<file path="src/rtl/div_pkg.sv">
// Shared widths, divide-by-zero answer and controller state encoding.
package div_pkg;
    localparam int DVD_W = 10;
    localparam int DVS_W = 3;
    localparam int QUO_W = 20;
    localparam logic [QUO_W-1:0] DZ_QUOT = 20'hFFFFF;

    typedef enum logic [2:0] {IDLE, LAUNCH, WAIT, DRAIN, RESP} state_t;
endpackage

</file>
<file path="src/rtl/rr_arbiter.sv">
// Round-robin pick: first set request strictly above ptr, wrapping to the lowest set one.
// Latency: combinational. Backpressure: none, the caller qualifies the grant.
// Grant is one-hot or zero; idx is the encoded winner.
module rr_arbiter #(
    parameter int N_REQ = 4,
    parameter int ID_W  = 2
) (
    input  logic [N_REQ-1:0] req,
    input  logic [ID_W-1:0]  ptr,
    output logic [N_REQ-1:0] grant,
    output logic [ID_W-1:0]  idx,
    output logic             any
);
    logic [N_REQ-1:0] upper;

    always_comb begin
        grant = '0;
        idx   = '0;
        upper = '0;
        any   = |req;
        for (int i = 0; i < N_REQ; i++) begin
            upper[i] = req[i] && (i > int'(ptr));
        end
        // Downward scans so the lowest qualifying index wins; the upper-half scan overrides the wrap.
        for (int i = N_REQ - 1; i >= 0; i--) begin
            if (req[i]) begin
                grant    = '0;
                grant[i] = 1'b1;
                idx      = ID_W'(i);
            end
        end
        if (|upper) begin
            for (int i = N_REQ - 1; i >= 0; i--) begin
                if (upper[i]) begin
                    grant    = '0;
                    grant[i] = 1'b1;
                    idx      = ID_W'(i);
                end
            end
        end
    end
endmodule

</file>
<file path="src/rtl/div_share_ctrl.sv">
// Shares one serial divider between N_REQ requesters, one operation in flight, zero divisors answered locally.
// Latency: accept -> launch 1 cycle; divider out_valid drop -> rsp_valid next cycle.
// Backpressure: requests wait (req_ready low) until the held response is taken by rsp_ready.
module div_share_ctrl
    import div_pkg::*;
#(
    parameter int N_REQ = 4,
    parameter int ID_W  = 2
) (
    input  logic                   clk,
    input  logic                   rst_n,
    input  logic [N_REQ-1:0]       req_valid,
    input  logic [N_REQ*DVD_W-1:0] req_dividend,
    input  logic [N_REQ*DVS_W-1:0] req_divisor,
    output logic [N_REQ-1:0]       req_ready,
    output logic                   rsp_valid,
    input  logic                   rsp_ready,
    output logic [ID_W-1:0]        rsp_id,
    output logic [QUO_W-1:0]       rsp_quot,
    output logic                   rsp_dz,
    output logic                   dv_in_valid,
    output logic [DVD_W-1:0]       dv_in_data_1,
    output logic [DVS_W-1:0]       dv_in_data_2,
    input  logic                   dv_out_valid,
    input  logic [QUO_W-1:0]       dv_out_data,
    output logic                   busy
);
    state_t             state, state_nxt;
    logic [ID_W-1:0]    rr_ptr;
    logic [ID_W-1:0]    gnt_idx;
    logic [N_REQ-1:0]   gnt;
    logic               gnt_any;
    logic               accept;
    logic               op_active;
    logic [DVD_W-1:0]   op_dvd, sel_dvd;
    logic [DVS_W-1:0]   op_dvs, sel_dvs;

    rr_arbiter #(.N_REQ(N_REQ), .ID_W(ID_W)) u_arb (
        .req   (req_valid),
        .ptr   (rr_ptr),
        .grant (gnt),
        .idx   (gnt_idx),
        .any   (gnt_any)
    );

    // A grant during reset would be lost, so acceptance is also gated by rst_n.
    assign accept = (state == IDLE) && gnt_any && rst_n;

    always_comb begin
        sel_dvd = '0;
        sel_dvs = '0;
        for (int i = 0; i < N_REQ; i++) begin
            if (gnt[i]) begin
                sel_dvd = req_dividend[i*DVD_W +: DVD_W];
                sel_dvs = req_divisor[i*DVS_W +: DVS_W];
            end
        end
    end

    always_comb begin
        state_nxt    = state;
        req_ready    = accept ? gnt : '0;
        op_active    = (state == LAUNCH) || (state == WAIT) || (state == DRAIN);
        dv_in_valid  = (state == LAUNCH);
        dv_in_data_1 = op_active ? op_dvd : '0;
        dv_in_data_2 = op_active ? op_dvs : '0;
        rsp_valid    = (state == RESP);
        busy         = (state != IDLE);
        case (state)
            IDLE:    if (accept) state_nxt = (sel_dvs == '0) ? RESP : LAUNCH;
            LAUNCH:  state_nxt = WAIT;
            WAIT:    if (dv_out_valid) state_nxt = DRAIN;
            DRAIN:   if (!dv_out_valid) state_nxt = RESP;
            RESP:    if (rsp_ready) state_nxt = IDLE;
            default: state_nxt = IDLE;
        endcase
    end

    always_ff @(posedge clk) begin
        if (!rst_n) begin
            state    <= IDLE;
            rr_ptr   <= ID_W'(N_REQ - 1);
            op_dvd   <= '0;
            op_dvs   <= '0;
            rsp_id   <= '0;
            rsp_quot <= '0;
            rsp_dz   <= 1'b0;
        end else begin
            state <= state_nxt;
            if (accept) begin
                op_dvd   <= sel_dvd;
                op_dvs   <= sel_dvs;
                rsp_id   <= gnt_idx;
                rr_ptr   <= gnt_idx;
                rsp_dz   <= (sel_dvs == '0);
                rsp_quot <= (sel_dvs == '0) ? DZ_QUOT : '0;
            end
            // Only the first reporting cycle is captured; DRAIN ignores the rest.
            if (state == WAIT && dv_out_valid) begin
                rsp_quot <= dv_out_data;
            end
        end
    end
endmodule

</file>
<file path="config.mk">
export PLATFORM = sky130hd
export DESIGN_NAME = div_share_ctrl
export DESIGN_NICKNAME = d
export VERILOG_FILES = /design/src/rtl/div_pkg.sv /design/src/rtl/rr_arbiter.sv /design/src/rtl/div_share_ctrl.sv
export SDC_FILE = /design/constraint.sdc
export NUM_CORES = 1
export LEC_CHECK = 0
export ABC_AREA = 1
export ABC_CLOCK_PERIOD_IN_PS = 1500
export CAP_MARGIN = 30
export CORE_AREA = 2 2 90 92
export CTS_CLUSTER_DIAMETER = 100
export CTS_CLUSTER_SIZE = 14
export DETAILED_ROUTE_END_ITERATION = 10
export DIE_AREA = 0 0 92 94
export GPL_ROUTABILITY_DRIVEN = 0
export GPL_TIMING_DRIVEN = 0
export HOLD_SLACK_MARGIN = 0.1
export PLACE_DENSITY = 0.79
export SYNTH_ARGS = -nofsm -noshare
export SYNTH_HDL_FRONTEND = slang
export SYNTH_SLANG_ARGS = --single-unit
</file>
<file path="constraint.sdc">
create_clock -name clk -period 1.5 [get_ports clk]
set_input_delay 0.225 -clock clk [delete_from_list [all_inputs] [get_ports clk]]
set_output_delay 0.225 -clock clk [all_outputs]
set_load 0.02 [all_outputs]
</file>
## Yosys cells after proc, flatten, opt, wreduce, memory -nomap -nowiden

Cells that the tools add are included.

- $lt $le $gt $ge: 3
- Equal/unequal tests: 8
- Multiplexer cells: 36
- Reduce and logical (&&, ||, !) cells: 15

Operators with widths:

| cell | count |
|---|---|
| $mux 20 | 3 |
| $mux 10 | 5 |
| $mux 4 | 9 |
| $mux 3 | 10 |
| $mux 2 | 8 |
| $pmux 3 s5 | 1 |
| $eq 3x2->1 const B | 2 |
| $logic_and 1x1->1 | 6 |
| $logic_not 3->1 | 2 |
| $ne 2x2->1 const B | 3 |
| $gt 2x2->1 const A | 2 |
| $reduce_and 4->1 | 1 |
| $reduce_or 4->1 | 1 |
| $eq 3x1->1 const B | 1 |
| $eq 3x3->1 const B | 1 |
| $reduce_bool 3->1 | 1 |
| $reduce_or 3->1 | 1 |
| $gt 1x2->1 const A | 1 |
| $logic_or 1x1->1 | 2 |
| $ne 2x1->1 const B | 1 |
| $reduce_bool 2->1 | 1 |

- Bits in registers: 41
- Output and inout bits: 43
- Word-level logic and storage cells: 69

## Longest topological paths before layout

Gate-level depths: netlist of run 1.

- Depth in word-level cells: 16
- Depth in mapped cells: 11
- Mapped depth without buffers: 10

## Hierarchy

Synthesis of run 1 repeated with hierarchy kept, for this count alone.

- Cells, all modules: 378
- Area, all modules: 2,436.1 um^2

By module, submodules not included:

| module | times used | cells each | area each (um^2) |
|---|---|---|---|
| div_share_ctrl | 1 | 349 | 2,293.4 |
| rr_arbiter | 1 | 29 | 142.6 |

## Least setup slack after synthesis of run 1

OpenSTA, ideal clock, no wires.

- Kind: register to output
- Start point: reg state[2]
- End point: out req_ready[0]
- Arrival time: 1.719 ns
- Data required time: 1.275 ns
- Slack: -0.444 ns
- Stages on the path, launching flop included: 9
- Buffers on the path: 1
- Cells stage by stage: dfxtp_1 -> nor2_2 -> inv_2 -> nor2_2 -> inv_2 -> nor2_8 -> inv_2 -> buf_2 -> nor4_1

- Cells in the longest elaborated chain, start to end: 4

Ends and longest elaborated chain:

| item | line | RTL |
|---|---|---|
| start: declaration | div_share_ctrl.sv:28 | `state_t state, state_nxt;` |
| start signal: assignment | div_share_ctrl.sv:89 | `state <= state_nxt;` |
| $logic_not 3->1 | div_share_ctrl.sv:47 | `assign accept = (state == IDLE) && gnt_any && rst_n;` |
| $logic_and 1x1->1 (2 in a row) | div_share_ctrl.sv:47 |  |
| $mux 4 | div_share_ctrl.sv:62 | `req_ready = accept ? gnt : '0;` |
| end: declaration | div_share_ctrl.sv:15 | `output logic [N_REQ-1:0] req_ready,` |

No other way between the ends.

## Final worst setup path of run 1

- Start point: in rst_n
- End point: out req_ready[1]

- Cells in the longest elaborated chain, start to end: 2

Ends and longest elaborated chain:

| item | line | RTL |
|---|---|---|
| start: declaration | div_share_ctrl.sv:11 | `input logic rst_n,` |
| $logic_and 1x1->1 | div_share_ctrl.sv:47 |  |
| $mux 4 | div_share_ctrl.sv:62 |  |

No other way between the ends.

==> results of run 1 <==
## path summary, 6_finish.rpt
check | slack [ps] | to | from
hold / removal | 490 | rsp_id[0] | rsp_id[0]
setup reg to reg | -270 | rsp_quot[15] | rr_ptr[1]
hold reg to reg | 490 | rsp_id[0] | rsp_id[0]
setup / recovery | -410 | req_ready[1] | rst_n
## synthesized netlist by cell type
| cell type | number |
|---|---|
| nand3_2 | 2 |
| inv_2 | 5 |
| nor2_4 | 1 |
| o311ai_0 | 1 |
| o21ai_1 | 2 |
| buf_6 | 2 |
| nand2_1 | 40 |
| o221ai_1 | 1 |
| nor2_1 | 25 |
| a21oi_1 | 17 |
| dfxtp_1 | 41 |
| nor4_1 | 1 |
| o211ai_1 | 10 |
| buf_2 | 7 |
| a21oi_2 | 19 |
| nor2_2 | 5 |
| o21ai_0 | 26 |
| a22oi_1 | 10 |
| nor2_8 | 1 |
| nand4_1 | 4 |
| o22ai_1 | 1 |
| clkbuf_1 | 10 |
| nand2_2 | 5 |
| clkinv_1 | 2 |
| nand3_1 | 53 |
| a31oi_1 | 1 |
| buf_4 | 1 |
| nand2_4 | 1 |
| inv_1 | 62 |
| nand4_2 | 2 |
## per-stage QoR
stage	hold WS, ps	util, %	setup slack [ps]	cell area (um^2)	power, mW
global route	505	63.9	-492	4860	8.49
detailed placement	461	50.1	-1120	3810	4.99
CTS	475	58.6	-363	4460	7.19
finish	489	63.9	-407	4860	8.04
floorplan	363	-	-94.3	2460	3.76
global placement	462	50.1	-1120	3810	4.91
## routing by layer
metal	up-vias	track usage [%]	wire (um)
li1	1531	-	-
met5	-	0	0
met4	0	4.60	111
met1	1529	25.5	3870
met2	106	37.6	5110
met3	14	4.25	467
## logic make-up after synthesis
| family | after synthesis |
|---|---|
| AND/OR/NAND/NOR | 140 |
| AO/OA/AOI/OAI | 88 |
| buffers and inverters | 89 |
| flip-flops | 41 |
## critical path, cell delays in order
cell and delay [ps]:
clkdlybuf4s50_1 630, nand2_2 160, nor2_8 130, buf_4 120, buf_6 90, buf_6 90
nand2_2 30, inv_1 70, buf_6 120
## what timing repair did
item	in CTS	in global routing
hold buffers	0	0
resized for setup	185	92
hold endpoints to repair	0	0
pin swaps	20	18
cloned	5	0
setup endpoints to repair	62	73
buffers inserted	24	17
## state kept, by name, summed over array words and instances, names as in the netlist
register  count
op_dvd       10
op_dvs        3
rsp_dz        1
rsp_quot     20
rsp_id        2
state         3
rr_ptr        2
## cell type report
class / instances / area, um^2 / share of cell area, %
inverters: 69 / 272 / 5.58
well taps: 102 / 128 / 2.62
repair inverters: 1 / 3.75 / 0.0772
repair buffers: 165 / 1730 / 35.6
clock buffers: 7 / 86.3 / 1.78
multi-input cells: 228 / 1590 / 32.8
plain buffers: 20 / 184 / 3.78
clock inverters: 1 / 30.0 / 0.617
flip-flops and latches: 41 / 837 / 17.2
## power groups by stage
| stage | Sequential [mW] | Combinational, mW | Clock [mW] |
|---|---|---|---|
| floorplan | 1.84 | 1.92 | 0 |
| global placement | 1.65 | 3.25 | 0 |
| detailed placement | 1.67 | 3.32 | 0 |
| CTS | 1.70 | 4.54 | 0.952 |
| global route | 1.77 | 5.75 | 0.979 |
| finish | 1.73 | 5.38 | 0.926 |
==> out/results.txt, run 1 <==
Cell area after synthesis: 0.00244 mm^2
Syn nets: 438
Cell variety after synth: 30
Register bit total from synthesis: 41
Failing checks: setup timing
Die area: 0.00865 mm^2
Share of layout cells above drive strength 1: 34.6%
Pwr dens: 1650 mW/mm^2
Final ANT Viol Nets: 0
Setup ws final: -407 ps
Post-synth top area cell: dfxtp_1
DRC viols: 0
Placed Cells: 582
Crit path required time: 1270 ps
GRT Total Usage: 20.8%
Adder-Cell Fraction of Synth Area: 0%
Relative slew slack: 70.2%
Synth Area in Simple Gates: 28.2%
Endpoints failing setup: 59
# diodes: 0
Register area share after synthesis: 33.6%
Fillers: 626
Top cells by area, synth: dfxtp_1 34%, nand3_1 11%, inv_1 9.5%, a21oi_2 6.8%, nand2_1 6.1%
DR WL/cell: 15.1 um
CTS sink cnt: 41
# rows: 32
Syn Area/Cell: 6.83 um^2
Post-synthesis cell count: 358
CTS root buffer: clkbuf_8
Hold Crit Class: register to register
Most frequent cells in the layout: 85 x clkdlybuf4s50_1, 59 x inv_1, 46 x nand3_1
Clock network power share: 11.5%
First-pass GRT wire length: 14.4 mm
P_sw: 3.41 mW
YS warnings: 0
Combinational family with the most area after synthesis: simple AND/OR/NAND/NOR gates
Final wirelength: 9.56 mm
Final hold vios: 0
Vias in the first global route: 2948
Largest net degree at the start of global routing: 13
Max Cap Viol: 0
Worst-Margin Slew: 441 ps
Antenna violations before repair: 0
Max Slew Vio Count: 0
DP HPWL: 6.02 mm
Vias per cell: 5.02
Chip height: 94 um
Post-Synth XOR/XNOR Area: 0%
Max Fanout on Critical Path: 6
Nets: 611
Clock Latency Late Sink: 290 ps
1st-iter DRT viols: 162
Area grow syn2layout: 98.9%
Minimum clock period: 1910 ps
R2R depth: 10
Leakage: 2.17 nW
Switching Fraction: 42.5%
Clock skew: 11.8 ps
Core area: 0.00761 mm^2
RSZ-0062 raised after global routing: yes
Outcome: finished, violations left
Seq pwr share: 21.6%
Critical path launch point type: input port
Num ports: 123
FMAX: 524 MHz
Post-synth top area share: 33.6%
Vias post-DR: 3180
Mux cell area share after synthesis: 0%
Hold Path Stages: 2
Die X-Extent: 92 um
CP endpoint kind: output pin
Final non-filler cell total: 634
Pre-antenna DRT Iters: 4
Final worst path period share: 127%
Comb pwr share: 66.9%
Max Buffers Root-to-Sink: 2
TritonCTS clock tree: yes
Port buffer count: 122
P_int: 4.62 mW
Most common cell after layout, fill and taps aside: clkdlybuf4s50_1
Crit path DAT: 1680 ps
CTS Buf Count: 5
Total gr overflow: 0
TNS Setup: -11590 ps
Compound-Gate Fraction of Synth Area: 23.4%
Worst vdd ir: 1.22 mV
Initial Util: 32.1%
WS Path Type: input port to output pin
Worst-path clk slew: 80 ps
H-tree depth: 2
Note: power is estimated with default switching activity, not from simulation.
==> run 2, diff against run 1 <==
--- a/config.mk
+++ b/config.mk
@@ -8,15 +8,17 @@
 export ABC_AREA = 1
 export ABC_CLOCK_PERIOD_IN_PS = 1500
 export CAP_MARGIN = 30
-export CORE_AREA = 2 2 90 92
+export CELL_PAD_IN_SITES_DETAIL_PLACEMENT = 1
+export CELL_PAD_IN_SITES_GLOBAL_PLACEMENT = 2
+export CORE_AREA = 2 2 120 122
 export CTS_CLUSTER_DIAMETER = 100
 export CTS_CLUSTER_SIZE = 14
 export DETAILED_ROUTE_END_ITERATION = 10
-export DIE_AREA = 0 0 92 94
+export DIE_AREA = 0 0 122 124
 export GPL_ROUTABILITY_DRIVEN = 0
 export GPL_TIMING_DRIVEN = 0
 export HOLD_SLACK_MARGIN = 0.1
-export PLACE_DENSITY = 0.79
+export PLACE_DENSITY = 0.85
 export SYNTH_ARGS = -nofsm -noshare
 export SYNTH_HDL_FRONTEND = slang
 export SYNTH_SLANG_ARGS = --single-unit
==> out/results.txt, run 2 (same netlist as run 1, synthesis figures left out) <==
Outcome: finished, violations left
Failing checks: setup timing
Reg-to-Reg Start: state[0]
CTS Buf Count: 5 (unchanged)
Final non-filler cell total: 708 (+12%)
Final hold vios: 0 (unchanged)
Largest Register: rsp_quot
Max Fanout on Critical Path: 6 (unchanged)
First-pass GRT wire length: 17.0 mm (+18%)
RR Endpoint: op_dvd[3]
Largest register FFs: 20 (unchanged)
Final ANT Viol Nets: 0 (unchanged)
Crit path DAT: 1700 ps (+20 ps)
Relative slew slack: 47.9% (-22 points)
RSZ-0062 raised after global routing: yes
R2R depth: 13 (+3)
Chip height: 124 um (+32%)
Die X-Extent: 122 um (+33%)
Pre-antenna DRT Iters: 4 (unchanged)
Area grow syn2layout: 94.9%
Most common cell after layout, fill and taps aside: clkdlybuf4s50_1
DP HPWL: 7.77 mm (+29%)
Final instance area: 0.00477 mm^2 (-2.0%)
# diodes: 0 (unchanged)
Hold Crit Class: register to register
Vias post-DR: 3117 (-2.0%)
# rows: 43 (+34%)
Final wirelength: 11.0 mm (+15%)
DRC viols: 0 (unchanged)
Core area: 0.0137 mm^2 (+80%)
Pwr dens: 1600 mW/mm^2 (-3.3%)
Hold Path Stages: 2 (unchanged)
Clock skew: 6.40 ps (-5.38 ps)
H-tree depth: 2 (unchanged)
CP max stage delay: 360 ps (-270 ps)
GRT Total Usage: 14.1% (-6.7 points)
Vias per cell: 4.40 (-12%)
Antenna violations before repair: 0 (unchanged)
Nets: 608 (-0.49%)
Placed cell areas: 0.00391 mm^2 (+2.6%)
Most frequent cells in the layout: 89 x clkdlybuf4s50_1, 59 x inv_1, 45 x nand3_1
Placed Cells: 660 (+13%)
Vias in the first global route: 3381 (+15%)
Critical path's most frequent cell: nor2_4
Num ports: 123 (unchanged)
FMAX: 519 MHz (-0.98%)
1st-iter DRT viols: 122 (-25%)
Crit path required time: 1270 ps (about the same)
Worst-path clk slew: 60 ps (-20 ps)
CP Cell Sequence: nor2_4, inv_2, nor2_4, inv_4, nor2_8, inv_6, buf_12, nor4_4, buf_4
Max Slew Vio Count: 0 (unchanged)
TritonCTS clock tree: yes
Critical path launch point type: register
CTS root buffer: clkbuf_16
WS Path Type: register to output pin
Clock Latency Late Sink: 280 ps (about the same)
Leakage: 2.05 nW (-5.6%)
Total power: 7.62 mW (-5.2%)
Worst-Margin Slew: 781 ps (+340 ps)
Max Buffers Root-to-Sink: 2 (unchanged)
Hold Path Origin: rsp_id[0]
Setup ws final: -426 ps (-18.8 ps)
Minimum clock period: 1930 ps (+18.8 ps)
Port buffer count: 122 (unchanged)
Biggest regs: rsp_quot (20), op_dvd (10)
CP endpoint kind: output pin
Post-layout util: 34.7% (-29 points)
Die area: 0.0151 mm^2 (+75%)
Worst hold endpoint: rsp_id[0]
Largest net degree at the start of global routing: 12 (-1)
Internal reg-to-reg setup slack: -250 ps (+20 ps)
DR WL/cell: 15.6 um (+3.1%)
Slowest library cell on the worst path: dfxtp_4
Endpoints failing setup: 54 (-8.5%)
Worst vdd ir: 0.474 mV (-61%)
Max Cap Viol: 0 (unchanged)
Initial Util: 17.8% (-14 points)
CTS sink cnt: 41 (unchanged)
Total gr overflow: 0 (unchanged)
Final worst path period share: 128% (+1.3 points)
Share of layout cells above drive strength 1: 32.2% (-2.4 points)
==> run 2: report_power, final <==
part / total (mW) / internal [mW] / switching (mW)
registers: 1.71 / 1.47 / 0.243
logic: 4.85 / 2.23 / 2.62
clock network: 1.05 / 0.653 / 0.401
==> run 2: critical path, delay by kind of cell, from the launching register on <==
family        cells  cell delay (ps)
flops             1              360
simple gates      4              560
buf+inv           5              490
==> run 2: timing repair <==
action	CTS	global route
endpoints found under the hold margin	0	0
pin swaps	15	14
endpoints found under the setup margin	61	68
hold buffers	0	0
gates cloned	4	0
setup buffers	31	10
gates resized for setup	197	33
==> run 2: metal layers <==
layer,vias up,global-route usage [%],wire [um]
li1,1522,-,-
met3,14,2.47,518
met4,0,3.81,192
met2,79,26.6,5890
met5,-,0,0
met1,1502,16.4,4410
==> run 2: worst max-delay path by stage <==
stage                               to          from  cells after the start  slack (ps)
after floorplan           req_ready[0]      state[2]                      8         -90
after global placement    req_ready[0]  req_valid[0]                      9       -1200
after detailed placement  req_ready[0]  req_valid[0]                      9       -1240
after CTS                 req_ready[0]      state[0]                      9        -410
after global routing      req_ready[0]      state[0]                      9        -480
final                     req_ready[0]      state[0]                      9        -430
==> run 2: cell type report <==
class                      instances  area [um^2]
fill                            1645         8950
timing repair buffer             162         1580
multi-input combinational        228         1520
sequential                        41          837
tap                              180          225
inverter                          69          274
buffer                            20          179
timing repair inverter             1         8.76
clock buffer                       7          143
==> run 2: metrics by stage <==
stage          setup slack (ps)  TNS, ps  hold WS (ps)
6_report                   -426    -9400           474
5_1_grt                    -483   -14300           489
3_5_place_dp              -1240   -35560           464
2_1_floorplan             -94.3     -144           363
4_1_cts                    -412    -8260           456
3_3_place_gp              -1200   -33290           456
